==> src/rtl/if_fetch_req.sv <==
// Instruction-fetch request unit: one SRAM-like read per fetch address,
// single outstanding transaction, flush-killed responses are swallowed.
module if_fetch_req #(
    parameter int          ADEL_BIT = 4,
    parameter logic [31:0] RESET_PC = 32'hbfbf_fffc
) (
    input  logic        clk,
    input  logic        rst,
    input  logic [5:0]  stall,
    input  logic        flush,
    input  logic [64:0] pc_to_ic_bus,
    output logic        stallreq_if,
    output logic        inst_sram_req,
    output logic        inst_sram_wr,
    output logic [1:0]  inst_sram_size,
    output logic [31:0] inst_sram_addr,
    output logic [3:0]  inst_sram_wstrb,
    output logic [31:0] inst_sram_wdata,
    input  logic        inst_sram_addr_ok,
    input  logic        inst_sram_data_ok,
    input  logic [31:0] inst_sram_rdata,
    output logic [96:0] ic_to_id_bus
);

    typedef enum logic [2:0] {
        S_IDLE, S_REQ, S_WAIT, S_HOLD, S_DROP
    } state_t;

    localparam logic        STOP     = 1'b1;
    localparam logic [31:0] ADEL_VEC = 32'd1 << ADEL_BIT;

    state_t      state_q, state_d;
    logic [31:0] addr_q, addr_d;
    logic        flseen_q, flseen_d;
    logic [31:0] buf_q, buf_d;

    logic [31:0] exc_q, pc_q, inst_q;
    logic        valid_q;

    logic [31:0] exc_in, pc_in;
    logic        ce, misaligned, need;

    logic        req_c, sreq_c, deliver_c;
    logic [31:0] addr_c, dinst_c;

    logic        unused_stall;

    assign exc_in     = pc_to_ic_bus[64:33];
    assign ce         = pc_to_ic_bus[32];
    assign pc_in      = pc_to_ic_bus[31:0];
    assign misaligned = pc_in[1:0] != 2'b00;
    // A new fetch is never started in the cycle that flush retargets the pc.
    assign need       = ce & ~flush;
    assign unused_stall = ^{stall[5:3], stall[0]};

    // State, latched request address, flush-seen flag and hold buffer.
    always_ff @(posedge clk) begin
        if (rst) begin
            state_q  <= S_IDLE;
            addr_q   <= 32'h0;
            flseen_q <= 1'b0;
            buf_q    <= 32'h0;
        end else begin
            state_q  <= state_d;
            addr_q   <= addr_d;
            flseen_q <= flseen_d;
            buf_q    <= buf_d;
        end
    end

    // Next-state logic for the single-outstanding-read protocol.
    always_comb begin
        state_d  = state_q;
        addr_d   = addr_q;
        flseen_d = 1'b0;
        buf_d    = buf_q;
        unique case (state_q)
            S_IDLE: begin
                if (need && !misaligned) begin
                    addr_d  = pc_in;
                    state_d = inst_sram_addr_ok ? S_WAIT : S_REQ;
                end
            end
            S_REQ: begin
                if (inst_sram_addr_ok)
                    state_d = (flseen_q | flush) ? S_DROP : S_WAIT;
                else
                    flseen_d = flseen_q | flush;
            end
            S_WAIT: begin
                if (inst_sram_data_ok) begin
                    buf_d   = inst_sram_rdata;
                    state_d = (stall[1] == STOP && !flush) ? S_HOLD : S_IDLE;
                end else if (flush) begin
                    state_d = S_DROP;
                end
            end
            S_HOLD: begin
                if (flush || stall[1] != STOP)
                    state_d = S_IDLE;
            end
            S_DROP: begin
                if (inst_sram_data_ok)
                    state_d = S_IDLE;
            end
            default: state_d = S_IDLE;
        endcase
    end

    // Bus request, IF stall request and the word offered to ID.
    always_comb begin
        req_c     = 1'b0;
        sreq_c    = 1'b0;
        deliver_c = 1'b0;
        addr_c    = pc_in;
        dinst_c   = 32'h0;
        unique case (state_q)
            S_IDLE: begin
                if (need) begin
                    if (!misaligned) begin
                        req_c  = 1'b1;
                        sreq_c = 1'b1;
                    end else begin
                        deliver_c = 1'b1;
                    end
                end
            end
            S_REQ: begin
                req_c  = 1'b1;
                sreq_c = 1'b1;
                addr_c = addr_q;
            end
            S_WAIT: begin
                sreq_c    = ~inst_sram_data_ok;
                deliver_c = inst_sram_data_ok;
                dinst_c   = inst_sram_rdata;
            end
            S_HOLD: begin
                deliver_c = 1'b1;
                dinst_c   = buf_q;
            end
            S_DROP: sreq_c = 1'b1;
            default: sreq_c = 1'b0;
        endcase
    end

    // IF/ID output register: flush kills, stall from ID holds, else bubble.
    always_ff @(posedge clk) begin
        if (rst) begin
            exc_q   <= 32'h0;
            valid_q <= 1'b0;
            pc_q    <= RESET_PC;
            inst_q  <= 32'h0;
        end else if (flush) begin
            valid_q <= 1'b0;
        end else if (stall[1] != STOP && deliver_c) begin
            exc_q   <= exc_in | (misaligned ? ADEL_VEC : 32'h0);
            valid_q <= 1'b1;
            pc_q    <= pc_in;
            inst_q  <= dinst_c;
        end else if (stall[1] == STOP && stall[2] != STOP) begin
            valid_q <= 1'b0;
        end
    end

    assign inst_sram_req   = req_c & ~rst;
    assign stallreq_if     = sreq_c & ~rst;
    assign inst_sram_addr  = addr_c;
    assign inst_sram_wr    = 1'b0;
    assign inst_sram_size  = 2'b10;
    assign inst_sram_wstrb = 4'h0;
    assign inst_sram_wdata = 32'h0;
    assign ic_to_id_bus    = {exc_q, valid_q, pc_q, inst_q};

endmodule
==> config.mk <==
export PLATFORM = sky130hd
export DESIGN_NAME = if_fetch_req
export DESIGN_NICKNAME = d
export VERILOG_FILES = /design/src/rtl/if_fetch_req.sv
export SDC_FILE = /design/constraint.sdc
export NUM_CORES = 1
export LEC_CHECK = 0
export BUFFER_PORTS_ARGS = -buffer_cell sky130_fd_sc_hd__buf_2
export CORE_MARGIN = 2
export CORE_UTILIZATION = 45
export CTS_BUF_LIST = sky130_fd_sc_hd__clkbuf_4
export CTS_CLUSTER_DIAMETER = 120
export CTS_CLUSTER_SIZE = 28
export DETAILED_ROUTE_END_ITERATION = 6
export PLACE_DENSITY_LB_ADDON = 0.08
export SLEW_MARGIN = 40
export SYNTH_ARGS = -nofsm -noshare
export SYNTH_HDL_FRONTEND = slang
export SYNTH_SLANG_ARGS = --single-unit
==> constraint.sdc <==
create_clock -name clk -period 5.7 [get_ports clk]
set_clock_uncertainty 0.05 [all_clocks]
set_input_delay 1.425 -clock clk [delete_from_list [all_inputs] [get_ports clk]]
set_output_delay 1.425 -clock clk [all_outputs]
set_load 0.01 [all_outputs]
Word level (Yosys, flattened, before mapping) --
Cells that the tools add are included.
Operators by class: equal/unequal tests 9, mux-type cells 22, bitwise logic cells 11, reductions and logical operators 17
Operators by type and width (count):
- $pmux 32 s2 | 1
- $mux 32 | 1
- $or 32x5->32 | 1
- $mux 3 | 7
- $pmux 3 s5 | 1
- $ne 2x2->1 const B | 4
- $eq 3x2->1 const B | 2
- $mux 1 | 6
- $not 1->1 | 6
- $pmux 1 s3 | 2
- $reduce_and 2->1 | 3
- $mux 5 | 1
- $reduce_and 5->1 | 1
- $logic_and 1x1->1 | 4
- $mux 2 | 2
- $reduce_bool 2->1 | 2
- $reduce_or 2->1 | 2
- $and 1x1->1 | 3
- $eq 3x1->1 const B | 1
- $eq 3x3->1 const B | 1
- $logic_not 3->1 | 1
- $ne 3x3->1 const B | 1
- $reduce_or 3->1 | 1
- $logic_not 1->1 | 2
- 3 further kinds | 3
Storage, ports and cells: register bits after elaboration 165, input bits 108, output and inout port bits 170, logic and storage cells 67

Logic depth before layout (Yosys ltp) --
Gate-level depths: netlist (run 1).
word-level depth 6, gate-level depth with buffers 9

Worst setup path after synthesis (run 1) --
No wires, ideal clock.
kind input to output, from input pc_to_ic_bus[0], to output inst_sram_req, arrival 2595 ps, data required time 4225 ps, setup slack 1630 ps, stages 6, buffers on the path 2, cell sequence nor3_1 and3_1 clkbuf_1 clkbuf_1 nor2_1 nor2_1
Between the ends: longest elaborated chain between the ends 5
RTL lines:
- from (decl) | RTL line 11 | input logic [64:0] pc_to_ic_bus,
- $reduce_bool 2->1 | RTL line 51 | assign misaligned = pc_in[1:0] != 2'b00;
- $mux 1 | RTL line 120 | if (!misaligned) begin
- $mux 1 | RTL line 119 | if (need) begin
- $pmux 1 s2 | RTL line 117 | unique case (state_q)
- $and 1x1->1 | RTL line 166 | assign inst_sram_req = req_c & ~rst;
- to (decl) | RTL line 13 | output logic inst_sram_req,
No other way between the ends.

Worst setup path in the final report (run 1) --
Same ends and word-level chain as after synthesis.

==> results of run 1 <==
[stage by stage]
stage | hold slack, ps | worst slack [ps]
2_1_floorplan | 382.9 | 1630
3_3_place_gp | 389.5 | 1394
3_5_place_dp | 392.9 | 1401
4_1_cts | 411.7 | 1391
5_1_grt | 428.7 | 1282
6_report | 408.8 | 1415
[layer usage]
layer  up-vias  wire, um  GRT usage
li1       3101         -          -
met1      2787      7956     0.2724
met2       183      8405     0.3169
met3        16      1489    0.08216
met4         0       266    0.06135
met5         -         0          0
[state kept, by name (all words and copies together) (netlist names)]
| name | flops |
|---|---|
| exc_q | 32 |
| valid_q | 1 |
| flseen_q | 1 |
| buf_q | 32 |
| pc_q | 32 |
| state_q | 3 |
| addr_q | 32 |
| inst_q | 32 |
[kinds of logic after synthesis]
group,count (synthesis),synth area share
flip-flops,165,0.4654
buffers and inverters,108,0.09150
other,2,0.001058
AO/OA/AOI/OAI,145,0.1194
AND/OR/NAND/NOR,344,0.2253
multiplexers,65,0.09732
[tightest hold or removal path, cell delays in order (launching register included)]
cell	delay, ps
dfxtp_1	330
nand2_1	50
a21oi_1	50
[path summary, 6_finish.rpt]
| kind | start | to | slack [ps] | depth (start not counted) |
|---|---|---|---|---|
| max | pc_to_ic_bus[0] | inst_sram_req | 1420 | 7 |
| min | exc_q[12] | exc_q[12] | 410 | 2 |
| max reg2reg | state_q[0] | exc_q[20] | 2430 | 7 |
| min reg2reg | exc_q[12] | exc_q[12] | 410 | 2 |
[cell usage after synthesis, types with 6 or more instances]
library cell / n
buf_6: 9
mux2i_1: 33
nor3_1: 6
o31ai_1: 29
buf_4: 45
nand3b_1: 61
buf_2: 6
dfxtp_1: 165
mux2_2: 32
nand2_1: 254
nor2_1: 8
clkbuf_1: 45
a21oi_1: 102
[area by class of cell]
type                    count  area (um^2)  share of cell area
flip-flops and latches    165         3304              0.3910
multi-input cells         593         3306              0.3912
well taps                 211        264.0             0.03124
clock buffers              17        127.6             0.01510
repair buffers            244         1252              0.1482
inverters                   2        7.507           0.0008884
diodes                      1        2.502           0.0002961
clock inverters            15        186.4             0.02206
[report_power, final]
group / total [mW] / leakage, nW / internal, mW / switching (mW)
clock network: 0.760 / 0.170 / 0.344 / 0.417
logic: 0.712 / 2.04 / 0.280 / 0.433
registers: 1.30 / 1.34 / 1.25 / 0.0540
==> results.sh, run 1 <==
export IMPL_synthArstFlopShare=0
export IMPL_end_kind="primary output"
export IMPL_ys_warn_count=0
export IMPL_insertion_delay_ps=550
export IMPL_path_clk_slew_ps=130
export IMPL_cellLeakagePower_nw=3.544
export IMPL_crit_fanout=33
export IMPL_place_hpwl_um=11560
export IMPL_grt_pass1_wl_um=27690
export IMPL_critPathKind="in -> out"
export IMPL_drive_above_1_share=0.3060
export IMPL_synth_edf_count=0
export IMPL_placed_cell_area_um2=8130
export IMPL_fin_util=0.5518
export IMPL_cp_top_family="simple AND/OR/NAND/NOR gates"
export IMPL_initial_core_util=0.4634
export IMPL_setup_tns_final_ps=0
export IMPL_gp_congestion=0.8191
export IMPL_crit_path_top_delay_cell="nor3_1"
export IMPL_core_area_um2=15310
export IMPL_cts_resized=0
export IMPL_dieArea_um2=16790
export IMPL_worst_ep_required_time_ps=4220
export IMPL_synth_area_um2=7097
export IMPL_worst_setup_path_start_kind="input pin"
export IMPL_ys_seq_elements=165
export IMPL_ctsHoldBuffers=0
export IMPL_power_density_nw_per_um2=328.0
export IMPL_die_y_um=129.6
export IMPL_synthesis_instances=829
export IMPL_seq_area_frac_synth=0.4654
export IMPL_cts_tree="done"
export IMPL_ys_top_cells_by_area="dfxtp_1, nand2_1, a21oi_1"
export IMPL_io_buffers=234
export IMPL_final_nets=1131
export IMPL_worstHoldPathType="reg -> reg"
export IMPL_vias=6087
export IMPL_fmax_ghz=0.2334
export IMPL_grt_overflow_total=0
export IMPL_grt_max_degree=91
export IMPL_io_pins=278
export IMPL_die_w_um=129.6
export IMPL_synth_top_area_cell="dfxtp_1"
export IMPL_most_common_layout_cells="nand2_1, buf_2, dfxtp_1"
export IMPL_dr_pass1_iters=4
export IMPL_row_count=45
export IMPL_drc=0
export IMPL_grt_pass1_vias=5426
export IMPL_wl_per_cell_um=14.52
export IMPL_period_share=0.7517
export IMPL_cpPeakStageDelay_ps=360
export IMPL_syn2layout_area_growth_pct=19.08
export IMPL_synth_cell_type_count=35
export IMPL_worstMarginPinSlew_ps=779.5
export IMPL_synthFlopType="dfxtp_1"
export IMPL_clock_sinks=165
export IMPL_rsz0062_at_grt="no"
export IMPL_status="finished, final reports clean"
export IMPL_final_area_um2=8451
export IMPL_cp_buffers_inverters=3
export IMPL_postCtsSetupRepairBufs=0
export IMPL_arrival_ps=2810
export IMPL_final_common_cell="nand2_1"
export IMPL_fillers=1534
export IMPL_maxCapViolations=0
export IMPL_total_power_mw=2.772
export IMPL_vias_per_cell=4.877
export IMPL_wirelength_um=18120
export IMPL_maxSlewHeadroom=0.4803
export IMPL_ant_nets=0
export IMPL_final_max_slew_violation_count=0
export IMPL_setup_viol=0
export IMPL_htreeDepth=4
export IMPL_hold_viol_final=0
export IMPL_grtUsageTotal=0.2077
export IMPL_cts_inserted_buffers=17
export IMPL_path_cells="buf_2 -> nor3_1 -> and3_1 -> buf_4 -> nor2_1 -> nor2_1 -> buf_2"
export IMPL_dp_cells=1215
export IMPL_first_iter_violations=397
export IMPL_cts_root_buffer="clkbuf_4"
export IMPL_syn_avg_cell_area_um2=8.561
export IMPL_min_period_ps=4285
export IMPL_final_cells=1248
export IMPL_antenna_found_initial=1
export IMPL_clk_path_buf_depth=2
export IMPL_netlist_area_leader_share=0.4654
export IMPL_ir_worst_vdd_mv=0.1869
No activity file was read; power rests on OpenSTA's default activity.
==> run 2, diff against run 1 <==
--- a/config.mk
+++ b/config.mk
@@ -5,6 +5,7 @@
 export SDC_FILE = /design/constraint.sdc
 export NUM_CORES = 1
 export LEC_CHECK = 0
+export ABC_AREA = 1
 export BUFFER_PORTS_ARGS = -buffer_cell sky130_fd_sc_hd__buf_2
 export CORE_MARGIN = 2
 export CORE_UTILIZATION = 45
==> constraint.sdc (replaced) <==
create_clock -name clk -period 4.3 [get_ports clk]
set_clock_uncertainty 0.05 [all_clocks]
set_input_delay 1.075 -clock clk [delete_from_list [all_inputs] [get_ports clk]]
set_output_delay 1.075 -clock clk [all_outputs]
set_load 0.01 [all_outputs]
==> run 2 against run 1 <==
Compared with the run above:
- sequential power rose by 31%
- register-to-register slack got worse by 860 ps
- via count rose by 23%
- first-iteration DRC count rose by 49%
- synthesized cell count rose by 25%
- non-clock buffer count rose by 5
- sequential cell count did not move
- combinational power rose by 54%
- power rose by 31%
- count of clock-buffer cells in the layout rose by 5
==> results.sh, run 2 <==
export IMPL_grtUsageTotal=0.2395
export IMPL_dr_pass1_iters=5
export IMPL_syn_avg_cell_area_um2=7.142
export IMPL_fin_util=0.5425
export IMPL_core_area_um2=15940
export IMPL_gp_congestion=0.8021
export IMPL_timing_rr_start="state_q[1]"
export IMPL_worst_ep_required_time_ps=3170
export IMPL_grt_overflow_total=0
export IMPL_io_buffers=234
export IMPL_cellLeakagePower_nw=3.991
export IMPL_clk_path_buf_depth=2
export IMPL_worstHoldPathType="reg -> reg"
export IMPL_setup_slack_ps=543.4
export IMPL_grt_max_degree=99
export IMPL_seq_area_frac_synth=0.4473
export IMPL_pre_cts_slack_ps=980.6
export IMPL_drive_above_1_share=0.2414
export IMPL_wl_per_cell_um=15.19
export IMPL_ctsHoldBuffers=0
export IMPL_initial_core_util=0.4632
export IMPL_hp_start="addr_q[1]"
export IMPL_cts_resized=0
export IMPL_synth_cell_type_count=26
export IMPL_most_common_layout_cells="nand2_1, buf_2, dfxtp_1"
export IMPL_final_max_slew_violation_count=0
export IMPL_vias=7478
export IMPL_syn2layout_area_growth_pct=17.13
export IMPL_critPathKind="reg -> out"
export IMPL_maxCapViolations=0
export IMPL_crit_fanout=34
export IMPL_place_hpwl_um=13400
export IMPL_postCtsSetupRepairBufs=0
export IMPL_first_iter_violations=591
export IMPL_path_clk_slew_ps=130
export IMPL_grt_pass1_wl_um=34240
export IMPL_setup_tns_final_ps=0
export IMPL_worst_setup_path_start_kind="flop"
export IMPL_r2r_end="exc_q[8]"
export IMPL_antenna_found_initial=4
export IMPL_synth_area_um2=7385
export IMPL_htreeDepth=4
export IMPL_final_common_cell="nand2_1"
export IMPL_synth_top_area_cell="dfxtp_1"
export IMPL_cts_tree="done"
export IMPL_ant_nets=0
export IMPL_dp_cells=1406
export IMPL_setup_viol=0
export IMPL_ir_worst_vdd_mv=0.2107
export IMPL_dieArea_um2=17450
export IMPL_hold_viol_final=0
export IMPL_synthArstFlopShare=0
export IMPL_synthesis_instances=1034
export IMPL_row_count=46
export IMPL_vias_per_cell=5.186
export IMPL_fillers=1706
export IMPL_power_density_nw_per_um2=421.1
export IMPL_ys_top_cells_by_area="dfxtp_1, nand2_1, nand4_1"
export IMPL_fmax_ghz=0.2662
export IMPL_die_y_um=132.1
export IMPL_cts_root_buffer="clkbuf_4"
export IMPL_hold_end="addr_q[1]"
export IMPL_io_pins=278
export IMPL_end_kind="primary output"
export IMPL_seq_area_um2=3304
export IMPL_drc=0
export IMPL_multi_input_area_um2=3448
export IMPL_rr_worst_depth=6
export IMPL_synthFlopType="dfxtp_1"
export IMPL_netlist_area_leader_share=0.4473
export IMPL_worstMarginPinSlew_ps=859.7
export IMPL_yosys_top_cells_count="nand2_1, dfxtp_1, a21oi_1, nand3_1, nand4_1"
export IMPL_insertion_delay_ps=540
export IMPL_rsz0062_at_grt="no"
export IMPL_reg2reg_slack_ps=1570
export IMPL_ys_warn_count=0
export IMPL_clock_sinks=165
export IMPL_final_nets=1317
export IMPL_die_w_um=132.1
export IMPL_wirelength_um=21900
export IMPL_synth_most_common_cell="nand2_1"
export IMPL_synth_edf_count=0
export IMPL_final_cells=1442
export IMPL_cts_inserted_buffers=17
export IMPL_grt_pass1_vias=6493
export IMPL_min_period_ps=3757
export IMPL_maxSlewHeadroom=0.4268
export IMPL_whs_path_depth=2
export IMPL_ys_seq_elements=165
export IMPL_period_share=0.8736
export IMPL_status="finished, final reports clean"
export IMPL_arrival_ps=2630
run 2: cell count changes in the layout (fill, tap and decap cells not counted), sizes merged, moves of 13 or more:
cell	previous run	this run
nand3b	61	0
o21ai	3	34
nand2	254	300
nand4	0	96
mux2i	33	0
nor2	8	76
nand3	1	97
mux2	32	0
inv	3	16
o31ai	32	0
run 2: kinds of logic after synthesis:
kind of cell | Yosys count | synth area share
compound gates | 144 | 0.09912
buf+inv | 149 | 0.1056
flops | 165 | 0.4473
other cells | 2 | 0.001017
simple gates | 574 | 0.3470
run 2: critical path: stages (launching register included):
cell     delay (ps)
dfxtp_1         420
inv_2            60
nor2_2           90
nand2_1         430
inv_2           670
nor3_1          110
a21oi_1         140
buf_2           170
run 2: per-layer routing:
| layer | wire length (um) | share of wire | GRT usage | vias to the layer above |
|---|---|---|---|---|
| li1 | - | - | - | 3747 |
| met1 | 9867 | 0.45 | 0.3191 | 3473 |
| met2 | 10310 | 0.47 | 0.3866 | 237 |
| met3 | 1397 | 0.064 | 0.05536 | 21 |
| met4 | 325 | 0.015 | 0.07367 | 0 |
| met5 | 0 | 0 | 0 | - |
run 2: through the flow:
step	hold slack [ps]	total power [mW]	instance area [um^2]
6_report	396.3	3.643	8650
5_1_grt	433.9	3.866	8642
4_1_cts	400.5	3.683	8636
3_5_place_dp	383.0	2.844	8387
3_3_place_gp	376.6	2.839	8383
2_1_floorplan	368.5	2.513	7523
run 2: cell type report:
type,instances,share of cell area
Sequential cell,165,0.3820
Timing Repair Buffer,249,0.1496
Antenna cell,4,0.001157
Inverter,19,0.008535
Multi-Input combinational cell,757,0.3987
Clock buffer,22,0.01909
Clock inverter,10,0.009692
Tap cell,216,0.03125
run 2: how the worst max path moves through the flow:
stage | endpoint | slack [ps] | depth (start not counted) | startpoint
detailed placement | stallreq_if | 980 | 7 | pc_to_ic_bus[1]
global route | stallreq_if | 230 | 7 | state_q[0]
global placement | stallreq_if | 990 | 7 | pc_to_ic_bus[1]
finish | stallreq_if | 540 | 7 | state_q[0]
CTS | stallreq_if | 410 | 7 | state_q[0]
floorplan | stallreq_if | 1220 | 6 | pc_to_ic_bus[0]
run 2: power breakdown:
part / internal [mW] / switching (mW) / total (mW)
logic: 0.323 / 0.776 / 1.10
registers: 1.65 / 0.0588 / 1.70
clock network: 0.313 / 0.527 / 0.840
total: 2.28 / 1.36 / 3.64
